## config.mk

```make
export PLATFORM = sky130hd
export DESIGN_NAME = axi_cdma_desc_tracker
export DESIGN_NICKNAME = d
export VERILOG_FILES = /design/src/rtl/axi_cdma_desc_pkg.sv /design/src/rtl/axi_cdma_desc_slot_ram.sv /design/src/rtl/axi_cdma_desc_tracker.sv
export SDC_FILE = /design/constraint.sdc
export NUM_CORES = 1
export LEC_CHECK = 0
export ABC_AREA = 1
export ABC_CLOCK_PERIOD_IN_PS = 9480
export CAP_MARGIN = 20
export CELL_PAD_IN_SITES_DETAIL_PLACEMENT = 0
export CELL_PAD_IN_SITES_GLOBAL_PLACEMENT = 1
export CORE_AREA = 3 3 130 132
export DETAILED_ROUTE_END_ITERATION = 10
export DIE_AREA = 0 0 133 135
export GPL_TIMING_DRIVEN = 0
export PLACE_DENSITY_LB_ADDON = 0.1
export SYNTH_ARGS = -nofsm -noshare
export SYNTH_HDL_FRONTEND = slang
export SYNTH_SLANG_ARGS = --single-unit
```

## constraint.sdc

```tcl
create_clock -name clk -period 9.48 [get_ports clk]
set_clock_uncertainty 0.05 [all_clocks]
set_input_delay 1.896 -clock clk [delete_from_list [all_inputs] [get_ports clk]]
set_output_delay 1.896 -clock clk [all_outputs]
set_load 0.01 [all_outputs]
```

## src/rtl/axi_cdma_desc_pkg.sv

```systemverilog
// Shared definitions for the CDMA descriptor tracker: status error codes and
// the tag-width helper used to size ring indices.
package axi_cdma_desc_pkg;

    localparam logic [3:0] CDMA_ERR_OK      = 4'h0;
    localparam logic [3:0] CDMA_ERR_SLVERR  = 4'h2;
    localparam logic [3:0] CDMA_ERR_DECERR  = 4'h3;
    localparam logic [3:0] CDMA_ERR_TIMEOUT = 4'hE;

    // Tag width for a ring of the given depth; a depth of 1 still needs one bit.
    function automatic int tag_width(input int depth);
        return (depth > 1) ? $clog2(depth) : 1;
    endfunction

endpackage

```

## src/rtl/axi_cdma_desc_slot_ram.sv

```systemverilog
// Per-slot storage for the descriptor tracker: client ID written when a slot
// is allocated, status error written when the mux reports completion.
// The two fields live in separate arrays so both writes can land in the same
// cycle without arbitration. Read is asynchronous at the ring head.
module axi_cdma_desc_slot_ram #(
    parameter int DEPTH     = 8,
    parameter int ID_WIDTH  = 8,
    parameter int TAG_WIDTH = 3
) (
    input  logic                 clk,
    input  logic                 alloc_en,
    input  logic [TAG_WIDTH-1:0] alloc_idx,
    input  logic [ID_WIDTH-1:0]  alloc_id,
    input  logic                 stat_en,
    input  logic [TAG_WIDTH-1:0] stat_idx,
    input  logic [3:0]           stat_err,
    input  logic [TAG_WIDTH-1:0] rd_idx,
    output logic [ID_WIDTH-1:0]  rd_id,
    output logic [3:0]           rd_err
);

    logic [ID_WIDTH-1:0] id_mem  [DEPTH];
    logic [3:0]          err_mem [DEPTH];

    // Allocation port: capture the client ID of a newly accepted descriptor.
    always_ff @(posedge clk) begin
        if (alloc_en) id_mem[alloc_idx] <= alloc_id;
    end

    // Status port: capture the error code returned by the mux.
    always_ff @(posedge clk) begin
        if (stat_en) err_mem[stat_idx] <= stat_err;
    end

    assign rd_id  = id_mem[rd_idx];
    assign rd_err = err_mem[rd_idx];

endmodule

```

## src/rtl/axi_cdma_desc_tracker.sv

```systemverilog
// Per-client front end for one CDMA descriptor mux input port.
// Untagged client descriptors get a ring slot as their tag, are forwarded to
// the mux, and their out-of-order status is reported back in issue order.
// Optional feature macro: AXI_CDMA_DESC_TIMEOUT_EN adds a head-of-ring
// watchdog; a timed-out slot becomes a zombie that is not reallocated until
// its late status arrives.
module axi_cdma_desc_tracker
    import axi_cdma_desc_pkg::*;
#(
    parameter int AXI_ADDR_WIDTH = 16,
    parameter int LEN_WIDTH      = 20,
    parameter int ID_WIDTH       = 8,
    parameter int DEPTH          = 8,
    parameter int TAG_WIDTH      = tag_width(DEPTH),
    parameter int TIMEOUT_CYCLES = 4096
) (
    input  logic                      clk,
    input  logic                      rst,
    input  logic [AXI_ADDR_WIDTH-1:0] s_axis_desc_read_addr,
    input  logic [AXI_ADDR_WIDTH-1:0] s_axis_desc_write_addr,
    input  logic [LEN_WIDTH-1:0]      s_axis_desc_len,
    input  logic [ID_WIDTH-1:0]       s_axis_desc_id,
    input  logic                      s_axis_desc_valid,
    output logic                      s_axis_desc_ready,
    output logic [AXI_ADDR_WIDTH-1:0] m_axis_desc_read_addr,
    output logic [AXI_ADDR_WIDTH-1:0] m_axis_desc_write_addr,
    output logic [LEN_WIDTH-1:0]      m_axis_desc_len,
    output logic [TAG_WIDTH-1:0]      m_axis_desc_tag,
    output logic                      m_axis_desc_valid,
    input  logic                      m_axis_desc_ready,
    input  logic [TAG_WIDTH-1:0]      s_axis_desc_status_tag,
    input  logic [3:0]                s_axis_desc_status_error,
    input  logic                      s_axis_desc_status_valid,
    output logic [ID_WIDTH-1:0]       m_axis_desc_status_id,
    output logic [3:0]                m_axis_desc_status_error,
    output logic                      m_axis_desc_status_valid,
    input  logic                      m_axis_desc_status_ready
);

    localparam int PTR_W = TAG_WIDTH + 1;

    logic [PTR_W-1:0]     wr_ptr, rd_ptr, count;
    logic [TAG_WIDTH-1:0] wr_idx, rd_idx, st_off;
    logic                 full, empty, out_of_reset;
    logic [DEPTH-1:0]     done, done_nxt, zombie;
    logic                 accept, st_outstanding;
    logic                 retire_slot, retire_done, retire_to, retire;
    logic [ID_WIDTH-1:0]  head_id;
    logic [3:0]           head_err;

    assign wr_idx = wr_ptr[TAG_WIDTH-1:0];
    assign rd_idx = rd_ptr[TAG_WIDTH-1:0];
    assign count  = wr_ptr - rd_ptr;
    assign empty  = (wr_ptr == rd_ptr);
    assign full   = (wr_idx == rd_idx) && (wr_ptr[TAG_WIDTH] != rd_ptr[TAG_WIDTH]);

    assign s_axis_desc_ready = out_of_reset && !full && !zombie[wr_idx]
                               && (!m_axis_desc_valid || m_axis_desc_ready);
    assign accept = s_axis_desc_valid && s_axis_desc_ready;

    // A status tag counts only if it lies in the live window [rd_ptr, wr_ptr).
    assign st_off         = s_axis_desc_status_tag - rd_idx;
    assign st_outstanding = s_axis_desc_status_valid && ({1'b0, st_off} < count);

    assign retire_slot = !empty && (!m_axis_desc_status_valid || m_axis_desc_status_ready);
    assign retire_done = retire_slot && done[rd_idx];
    assign retire      = retire_done || retire_to;

`ifdef AXI_CDMA_DESC_TIMEOUT_EN
    localparam int TO_W = $clog2(TIMEOUT_CYCLES) + 1;
    localparam logic [TO_W-1:0] TO_RELOAD = TO_W'(TIMEOUT_CYCLES - 1);

    logic [TO_W-1:0]  to_cnt;
    logic             to_run, timeout_hit, st_head_now;
    logic [DEPTH-1:0] zombie_q, zombie_nxt;

    assign to_run      = !empty && !done[rd_idx];
    assign timeout_hit = to_run && (to_cnt == '0);
    assign retire_to   = retire_slot && timeout_hit;
    // Status for the head landing on the very edge it times out is not late.
    assign st_head_now = s_axis_desc_status_valid && (s_axis_desc_status_tag == rd_idx);
    assign zombie      = zombie_q;

    // Watchdog down-counter: runs while the head waits, reloads on every retire.
    always_ff @(posedge clk or posedge rst) begin
        if (rst) begin
            to_cnt <= TO_RELOAD;
        end else if (retire) begin
            to_cnt <= TO_RELOAD;
        end else if (to_run && (to_cnt != '0)) begin
            to_cnt <= to_cnt - 1'b1;
        end
    end

    // Zombie set on timeout retire, cleared by the late status for that tag.
    always_comb begin
        zombie_nxt = zombie_q;
        if (s_axis_desc_status_valid && zombie_q[s_axis_desc_status_tag])
            zombie_nxt[s_axis_desc_status_tag] = 1'b0;
        if (retire_to && !st_head_now)
            zombie_nxt[rd_idx] = 1'b1;
    end

    // Zombie flag register.
    always_ff @(posedge clk or posedge rst) begin
        if (rst) zombie_q <= '0;
        else     zombie_q <= zombie_nxt;
    end
`else
    wire unused_timeout_cfg = |TIMEOUT_CYCLES;

    assign retire_to = 1'b0;
    assign zombie    = '0;
`endif

    // Done flags: set by in-window status, cleared when the slot is reallocated.
    always_comb begin
        done_nxt = done;
        if (st_outstanding) done_nxt[s_axis_desc_status_tag] = 1'b1;
        if (accept)         done_nxt[wr_idx] = 1'b0;
    end

    // Done flags, ring pointers and the reset-release qualifier for ready.
    always_ff @(posedge clk or posedge rst) begin
        if (rst) begin
            done         <= '0;
            wr_ptr       <= '0;
            rd_ptr       <= '0;
            out_of_reset <= 1'b0;
        end else begin
            done         <= done_nxt;
            out_of_reset <= 1'b1;
            if (accept) wr_ptr <= wr_ptr + 1'b1;
            if (retire) rd_ptr <= rd_ptr + 1'b1;
        end
    end

    axi_cdma_desc_slot_ram #(
        .DEPTH     (DEPTH),
        .ID_WIDTH  (ID_WIDTH),
        .TAG_WIDTH (TAG_WIDTH)
    ) u_slot_ram (
        .clk       (clk),
        .alloc_en  (accept),
        .alloc_idx (wr_idx),
        .alloc_id  (s_axis_desc_id),
        .stat_en   (st_outstanding),
        .stat_idx  (s_axis_desc_status_tag),
        .stat_err  (s_axis_desc_status_error),
        .rd_idx    (rd_idx),
        .rd_id     (head_id),
        .rd_err    (head_err)
    );

    // Descriptor output valid: set on accept, dropped once the mux takes it.
    always_ff @(posedge clk or posedge rst) begin
        if (rst)                    m_axis_desc_valid <= 1'b0;
        else if (accept)            m_axis_desc_valid <= 1'b1;
        else if (m_axis_desc_ready) m_axis_desc_valid <= 1'b0;
    end

    // Descriptor output payload, tagged with the allocated slot.
    always_ff @(posedge clk) begin
        if (accept) begin
            m_axis_desc_read_addr  <= s_axis_desc_read_addr;
            m_axis_desc_write_addr <= s_axis_desc_write_addr;
            m_axis_desc_len        <= s_axis_desc_len;
            m_axis_desc_tag        <= wr_idx;
        end
    end

    // Status output valid: set on retire, dropped once the client takes it.
    always_ff @(posedge clk or posedge rst) begin
        if (rst)                           m_axis_desc_status_valid <= 1'b0;
        else if (retire)                   m_axis_desc_status_valid <= 1'b1;
        else if (m_axis_desc_status_ready) m_axis_desc_status_valid <= 1'b0;
    end

    // Status output payload from the head slot; timeouts report their own code.
    always_ff @(posedge clk) begin
        if (retire) begin
            m_axis_desc_status_id    <= head_id;
            m_axis_desc_status_error <= retire_done ? head_err : CDMA_ERR_TIMEOUT;
        end
    end

endmodule
```

==> run_results.csv, run 1 <==
group,metric,value,unit
pwr,vdd_drop_max,0.137,mV
grt,track_usage,20.1,%
place,io_buffer_count,141,
grt,overflow,0,
floorplan,die-area,18000,sq um
critical_path,rrSetupSlack,5.99,ns
floorplan,start_util,44.6,%
floorplan,die_h,135,um
grt,grt_max_degree,49,
floorplan,ioPinCount,143,
critical_path,r2r_end,"u_slot_ram.id_mem[4][3]",
detailed_routing,firstDrtPassIters,5,
critical_path,rr_worst_depth,8,
finish,area.growth.synth_to_final,32.2,%
critical_path,cp.arrival,3.22,ns
critical_path,cp_top_family,"buffers and inverters",
detailed_routing,wl_met2,8.11,mm
critical_path,crit_start,"m_axis_desc_ready",
pwr,p_leak,0.00343,uW
detailed_routing,met3WireLength,1.74,mm
clock_network,insertion_delay,0.43,ns
detailed_routing,antenna_left,0,
run_status,status,"completed",
timing,tightest_slew,1.07,ns
timing,max_freq,194,MHz
detailed_routing,vias,4572,
grt,antenna_found_initial,0,
detailed_routing,top_layer_used,"met4",
clock_network,cts_max_path_buffers,2,
finish,layout-drive-gt1-share,9.02,%
clock_network,cts_sinks,182,
detailed_routing,drt_iter0_drc,417,
floorplan,fp.dieW,133,um
critical_path,crit_slowest_cell,"clkdlybuf4s50_1",
critical_path,critical_path_required,7.53,ns
detailed_routing,routed_wl,17.2,mm
finish,fin_nets,757,
finish,multi_input_area,1410,sq um
detailed_routing,met1_length,6.99,mm
critical_path,endpoint_kind,"primary output",
timing,holdWs,0.445,ns
critical_path,crit_end,"s_axis_desc_ready",
clock_network,numCtsBuffers,17,
synth,synth_top_cell_area_share,69.3,%
timing,setup_viol,0,
timing,relSlewSlack,28.3,%
timing,drv_slew,0,
synth,seq_area_frac_synth,76.0,%
floorplan,rows,46,
grt,grt_pass1_vias,4747,
critical_path,crit_buf_inv,4,
detailed_routing,vias_per_cell,5.06,
clock_network,cts_htree_levels,4,
finish,num-fill-cells,1256,
clock_network,hold_buffers,0,
finish,regArea,5370,sq um
worst_hold_path,hold_class,"flop to flop",
synth,synth_seq_cells,182,
detailed_routing,drc,0,
detailed_routing,wl_per_cell,19.0,um
place,dp_hpwl,11.7,mm
flow_run,drv_cap,0,
timing,min_period_over_period,54.5,%
finish,antenna_cells,0,
synth,synth_enable_flop_cells,163,
synth,ys_types,34,
synth,synth_warnings,0,
critical_path,worst_setup_path_start_kind,"primary input",
clock_network,cts_resized,0,
clock_network,clk_pin_slew,0.07,ns
synth,syn-num-nets,595,
critical_path,critical_path_cell_count,6,
place,gp_congestion,0.798,
synth,syn_area,7070,sq um
timing,finalHoldViolations,0,
clock_network,post_cts.repair.setup_buffers,0,
clock_network,cts_tree,"built",
timing,layout_min_cycle_time,5.17,ns
critical_path,worstPathMaxFanout,2,
floorplan,core-area,15800,sq um
critical_path,cp_cell_sequence,"clkdlybuf4s50_1 -> inv_1 -> a21boi_2 -> nand2_1 -> inv_1 -> clkdlybuf4s50_1",
synth,ys.flop_type,"edfxtp_1",
synth,synthCells,512,
grt,grt_pass1_wl,26.7,mm
critical_path,crit_type,"primary input to primary output",
timing,tns,0,ns
synth,synth_top_area_cell,"edfxtp_1",
synth,ys_top_cells_by_area,"edfxtp_1 (69%), dfrtp_1 (6.7%), nor2_1 (5.0%), o21ai_0 (3.4%), inv_1 (2.0%)",
timing,grt_setup_unrepaired,"false",
synth,syn_avg_cell_area,13.8,sq um
synth,async_flop_share,10.4,%
critical_path,r2r-start,"rd_ptr[2]",
critical_path,max_stage_delay,0.54,ns
pwr,powerDensity,285,nW/um^2
clock_network,cts.root.buffer_cell,"clkbuf_16",
-- sequential cells by signal, summed over array words and instances (netlist names), 3 cells and up --
signal,cells
rd_ptr,4
u_slot_ram.err_mem,32
done,8
m_axis_desc_tag,3
wr_ptr,4
m_axis_desc_status_id,8
m_axis_desc_write_addr,16
m_axis_desc_status_error,4
u_slot_ram.id_mem,64
m_axis_desc_len,20
m_axis_desc_read_addr,16
-- synth_stat cells (2+ instances only) --
cell	count
fa_1	2
nand3_2	2
buf_2	6
o21ai_0	48
nor3_1	9
inv_2	3
nor2_1	94
clkbuf_1	4
nand2_2	4
xor2_1	4
nand3_1	17
a31oi_1	12
inv_1	37
xnor2_1	3
o21ai_1	5
edfxtp_1	163
dfrtp_1	19
ha_1	8
buf_6	3
o22ai_1	12
buf_4	6
a21oi_1	11
nand2_1	29
-- placed cells by master, fill, tap and decap left out, types with 2 or more instances in the layout --
cell | netlist | routed
edfxtp_1 | 163 | 163
clkdlybuf4s50_1 | 0 | 141
nor2_1 | 94 | 94
o21ai_0 | 48 | 48
inv_1 | 37 | 36
nand2_1 | 29 | 29
dfrtp_1 | 19 | 19
nand3_1 | 17 | 17
clkbuf_16 | 0 | 17
o22ai_1 | 12 | 12
a31oi_1 | 12 | 12
a21oi_1 | 11 | 11
nor3_1 | 9 | 9
ha_1 | 8 | 8
clkbuf_1 | 4 | 6
buf_4 | 6 | 6
buf_2 | 6 | 6
o21ai_1 | 5 | 5
nand2_2 | 4 | 4
inv_2 | 3 | 4
xor2_1 | 4 | 4
buf_6 | 3 | 4
xnor2_1 | 3 | 3
clkinvlp_4 | 0 | 3
clkinv_2 | 0 | 3
nand3_2 | 2 | 2
fa_1 | 2 | 2
bufinv_16 | 0 | 2
clkinv_1 | 0 | 2
clkinv_4 | 0 | 2
-- kinds of logic (layout without fill, tap and decap cells) --
group / after synthesis / after routing / share of synthesized area [%]
fa+ha+maj: 10 / 10 / 1.98
simple gates: 160 / 160 / 10.0
other cells: 1 / 1 / 0.0531
flops: 182 / 182 / 76.0
xor+xnor: 7 / 7 / 0.868
buf+inv: 61 / 236 / 4.04
compound gates: 91 / 91 / 7.05
-- power by group --
group | switching [uW] | total [uW] | internal (uW)
Sequential | 57.4 | 1090 | 1030
Combinational | 552 | 900 | 348
Clock | 291 | 677 | 386
-- final cells by class --
class / instances / share of cell area, %
timing repair buffer: 143 / 15.4
clock buffer: 19 / 4.63
buffer: 20 / 1.38
sequential: 182 / 57.5
multi-input combinational: 269 / 15.1
clock inverter: 13 / 1.41
inverter: 41 / 1.67
tap: 216 / 2.89
-- routing by layer --
metal / track usage (%) / vias up
met4: 7.16 / 0
met5: 0 / -
met3: 7.64 / 26
met2: 31.5 / 215
met1: 25.7 / 2187
li1: - / 2144
-- metrics by stage --
stage / setup WS, ns / total power, uW / instance area [sq um] / std cells / utilization [%]
3_5_place_dp: 4.31 / 2010 / 8770 / 870 / 55.4
2_1_floorplan: 5.32 / 1650 / 7070 / 512 / -
6_report: 4.31 / 2670 / 9340 / 903 / 59.0
5_1_grt: 4.24 / 2830 / 9340 / 903 / 59.0
3_3_place_gp: 4.33 / 1990 / 8750 / 869 / 55.3
4_1_cts: 4.31 / 2690 / 9330 / 902 / 59.0
-- how the worst min path moves through the flow --
stage	from	endpoint	cells after the start
finish	wr_ptr[3]	wr_ptr[3]	1
global route	wr_ptr[3]	wr_ptr[3]	1
CTS	wr_ptr[3]	wr_ptr[3]	1
detailed placement	wr_ptr[3]	wr_ptr[3]	1
global placement	wr_ptr[3]	wr_ptr[3]	1
floorplan	rd_ptr[3]	rd_ptr[3]	2
Power figures use the tool's default switching activity.
==> inputs of run 2 (changes only) <==
- ABC_CLOCK_PERIOD_IN_PS: 9480 -> 4400
- CORE_AREA: 3 3 130 132 -> 3 3 143 145
- DIE_AREA: 0 0 133 135 -> 0 0 146 148
- clock period: 9.48 -> 4.4 ns (I/O delays scaled with it)
==> run_results.csv, run 2 (same netlist as run 1, synthesis figures left out) <==
group,metric,value,unit
floorplan,rows,51,
finish,fin_nets,757,
critical_path,worstPathMaxFanout,10,
grt,overflow,0,
detailed_routing,drc,0,
clock_network,cts_sinks,182,
timing,min_period_over_period,90.0,%
timing,finalHoldViolations,0,
grt,grt_max_degree,39,
clock_network,insertion_delay,0.43,ns
clock_network,cts_htree_levels,4,
detailed_routing,antenna_left,0,
critical_path,crit_type,"flop to primary output",
finish,top_regs,"u_slot_ram.id_mem (64), u_slot_ram.err_mem (32), m_axis_desc_len (20)",
finish,antenna_cells,0,
floorplan,ioPinCount,143,
floorplan,start_util,36.5,%
place,dp_hpwl,12.1,mm
timing,drv_slew,0,
clock_network,hold_buffers,0,
place,io_buffer_count,141,
grt,track_usage,16.8,%
clock_network,numCtsBuffers,17,
finish,num-fill-cells,1734,
grt,grt_pass1_vias,4740,
finish,layout_common_cells,"edfxtp_1 (163), clkdlybuf4s50_1 (141), nor2_1 (94)",
finish,area.growth.synth_to_final,33.4,%
critical_path,endpoint_kind,"primary output",
critical_path,critical_path_required,3.47,ns
floorplan,die_h,148,um
detailed_routing,vias,4488,
detailed_routing,firstDrtPassIters,4,
clock_network,post_cts.repair.setup_buffers,0,
flow_run,drv_cap,0,
timing,layout_min_cycle_time,3.96,ns
finish,layout-drive-gt1-share,9.61,%
detailed_routing,routed_wl,17.8,mm
finish,regArea,5370,sq um
critical_path,worst_setup_path_start_kind,"flop",
critical_path,cp.arrival,3.03,ns
clock_network,cts_tree,"built",
finish,final_common_cell,"edfxtp_1",
clock_network,cts_max_path_buffers,2,
finish,multi_input_area,1410,sq um
clock_network,cts.root.buffer_cell,"clkbuf_16",
grt,grt_pass1_wl,27.3,mm
worst_hold_path,hold_class,"flop to flop",
finish,fin_util,48.7,%
place,gp_congestion,0.754,
run_status,status,"completed",
timing,tightest_slew,1.08,ns
timing,relSlewSlack,27.9,%
timing,max_freq,252,MHz
floorplan,die-area,21600,sq um
floorplan,core-area,19300,sq um
timing,grt_setup_unrepaired,"false",
detailed_routing,vias_per_cell,4.71,
timing,tns,0,ns
finish,largest_reg_flops,64,
clock_network,clk_pin_slew,0.07,ns
detailed_routing,drt_iter0_drc,260,
clock_network,cts_resized,0,
finish,top_register,"u_slot_ram.id_mem",
grt,antenna_found_initial,0,
detailed_routing,wl_per_cell,18.7,um
pwr,p_leak,0.00345,uW
pwr,vdd_drop_max,0.328,mV
timing,setup_viol,0,
pwr,powerDensity,616,nW/um^2
floorplan,fp.dieW,146,um
[run 2: path summary, 6_finish.rpt]
check / slack (ns) / cells after the start / startpoint / end
max in group asynchronous: 2.94 / 2 / rst / done[6]
min: 0.44 / 1 / wr_ptr[3] / wr_ptr[3]
min in group asynchronous: 0.85 / 2 / rst / out_of_reset
max: 0.44 / 8 / rd_ptr[2] / s_axis_desc_ready
max reg2reg: 0.94 / 8 / rd_ptr[2] / u_slot_ram.id_mem[3][6]
min reg2reg: 0.44 / 1 / wr_ptr[3] / wr_ptr[3]
[run 2: per-stage QoR]
step,area (sq um),hold slack (ns),total power [uW],instances,setup slack (ns)
2_1_floorplan,7070,0.413,3550,512,1.25
3_3_place_gp,8810,0.427,4350,918,0.206
3_5_place_dp,8830,0.435,4380,919,0.541
4_1_cts,9410,0.450,5890,951,0.370
5_1_grt,9430,0.477,6190,952,0.214
6_report,9430,0.445,5810,952,0.438
[run 2: final cells by class]
cell class	instances	area share, %
buffer	20	1.37
clock buffer	17	4.51
clock inverter	15	1.70
inverter	41	1.66
multi-input combinational	269	15.0
sequential	182	57.0
tap	265	3.52
timing repair buffer	143	15.3
[run 2: power by group]
group | total [uW] | switching [uW] | leakage [uW] | internal (uW)
Sequential | 2350 | 123 | 0.00171 | 2220
Combinational | 1970 | 1220 | 0.00145 | 747
Clock | 1500 | 689 | 0.000292 | 807
[run 2: critical path, cell delays in order, from the launching register on]
cell	delay [ns]
dfrtp_1	0.46
inv_2	0.22
clkbuf_1	0.60
ha_1	0.39
and3_1	0.22
nand2_2	0.09
nand2_1	0.05
inv_1	0.05
clkdlybuf4s50_1	0.54
[run 2: metal layers]
layer	global-route usage (%)	part of all wire, %
met1	21.8	43
met4	4.84	1.3
met5	0	0
met3	6.59	8.2
met2	26.6	47
==> inputs of run 3 (changes only) <==
- CAP_MARGIN: 20 -> 0
==> run_results.csv, run 3 (same netlist as run 1, synthesis figures left out) <==
group,metric,value,unit
timing,relSlewSlack,24.3,%
floorplan,core-area,19300,sq um
floorplan,ioPinCount,143,
detailed_routing,wl_per_cell,18.7,um
detailed_routing,vias,4496,
clock_network,cts_htree_levels,4,
detailed_routing,vias_per_cell,4.73,
place,dp_hpwl,12.1,mm
finish,layout_common_cells,"edfxtp_1 (163), clkdlybuf4s50_1 (141), nor2_1 (94)",
clock_network,hold_buffers,0,
place,gp_congestion,0.754,
grt,overflow,0,
place,place_area,8830,sq um
critical_path,critical_path_required,3.47,ns
pwr,powerDensity,615,nW/um^2
clock_network,cts_resized,0,
critical_path,cp_top_family,"buffers and inverters",
place,dpl.cell_count,919,
grt,grt_max_degree,39,
clock_network,post_cts.repair.setup_buffers,0,
place,io_buffer_count,141,
place,dpl_worst_slack,0.556,ns
finish,fin_cells,951,
timing,drv_slew,0,
clock_network,cts.root.buffer_cell,"clkbuf_16",
floorplan,start_util,36.5,%
finish,top_register,"u_slot_ram.id_mem",
finish,final_common_cell,"edfxtp_1",
finish,area.growth.synth_to_final,33.0,%
floorplan,rows,51,
finish,fin_nets,756,
pwr,vdd_drop_max,0.274,mV
clock_network,cts_sinks,182,
timing,min_period_over_period,89.8,%
worst_hold_path,hold_class,"flop to flop",
run_status,status,"completed",
detailed_routing,drt_iter0_drc,257,
finish,design_area,9400,sq um
floorplan,die_h,148,um
timing,setup_viol,0,
critical_path,endpoint_kind,"primary output",
finish,top_regs,"u_slot_ram.id_mem (64), u_slot_ram.err_mem (32), m_axis_desc_len (20)",
timing,tns,0,ns
critical_path,crit_buf_inv,4,
finish,antenna_cells,0,
critical_path,cp_cell_sequence,"inv_2 -> clkbuf_1 -> ha_1 -> and3_1 -> nand2_2 -> nand2_1 -> inv_1 -> clkdlybuf4s50_1",
finish,layout-drive-gt1-share,9.33,%
clock_network,clk_pin_slew,0.07,ns
critical_path,worstPathMaxFanout,10,
grt,antenna_found_initial,0,
timing,grt_setup_unrepaired,"false",
timing,layout_min_cycle_time,3.95,ns
timing,holdWs,0.445,ns
flow_run,drv_cap,0,
critical_path,max_stage_delay,0.58,ns
clock_network,cts_tree,"built",
finish,num-fill-cells,1694,
detailed_routing,drc,0,
grt,track_usage,16.8,%
grt,grt_pass1_vias,4633,
pwr,p_leak,0.00342,uW
critical_path,crit_slowest_cell,"clkbuf_1",
detailed_routing,antenna_left,0,
critical_path,cp.arrival,3.02,ns
timing,tightest_slew,1.13,ns
floorplan,fp.dieW,146,um
detailed_routing,routed_wl,17.8,mm
critical_path,worst_setup_path_start_kind,"flop",
critical_path,crit_type,"flop to primary output",
clock_network,numCtsBuffers,17,
timing,fin_ws,0.450,ns
timing,finalHoldViolations,0,
detailed_routing,firstDrtPassIters,5,
clock_network,cts_max_path_buffers,2,
clock_network,insertion_delay,0.43,ns
floorplan,die-area,21600,sq um
grt,grt_pass1_wl,27.1,mm
finish,largest_reg_flops,64,
timing,max_freq,253,MHz
-- run 3: changes by cell type in the layout (fill, tap and decap cells not counted) --
cell / before / now
clkinv_2: 2 / 1
buf_6: 4 / 3
clkinv_4: 2 / 1
clkbuf_1: 4 / 5
clkinvlp_4: 0 / 4
inv_8: 3 / 0
-- run 3: cell type report --
cell class,count,area [sq um],area share (%)
sequential,182,5370,57.1
timing repair buffer,142,1430,15.2
multi-input combinational,269,1410,15.0
clock buffer,18,429,4.57
tap,265,332,3.53
inverter,41,156,1.66
clock inverter,14,143,1.52
buffer,20,129,1.37
-- run 3: metal layers --
metal	vias up	track usage [%]	share of wire [%]
li1	2148	-	-
met1	2195	21.8	44
met2	143	26.1	47
met3	10	6.59	7.9
met4	0	5.41	1.1
met5	-	0	0
-- run 3: path summary, 6_finish.rpt --
path	from	to	slack, ns	cells after the start
min in group asynchronous	rst	out_of_reset	0.86	2
worst min register to register	wr_ptr[3]	wr_ptr[3]	0.44	1
worst max-delay path	rd_ptr[2]	s_axis_desc_ready	0.45	8
worst max register to register	rd_ptr[2]	u_slot_ram.id_mem[1][5]	0.91	8
worst min-delay path	wr_ptr[3]	wr_ptr[3]	0.44	1
max in group asynchronous	rst	done[0]	2.91	2
-- run 3: where the power goes --
| part | internal, uW | switching, uW | leakage [uW] |
|---|---|---|---|
| sequential | 2220 | 121 | 0.00171 |
| clock | 795 | 674 | 0.000268 |
| combinational | 746 | 1220 | 0.00144 |
| total | 3760 | 2020 | 0.00342 |
-- run 3: worst register-to-register path, stage by stage, from the launching register on --
cell and delay (ns):
dfrtp_1 0.46, inv_2 0.22, clkbuf_1 0.58, ha_1 0.39, and3_1 0.22, nand2_2 0.08, nand3_2 0.08, buf_6 0.16
nor2_1 0.85
-- run 3: through the flow --
stage	power, uW	utilization (%)
floorplan	3550	-
global placement	4350	45.6
detailed placement	4380	45.7
CTS	5860	48.6
global route	6140	48.6
finish	5780	48.6
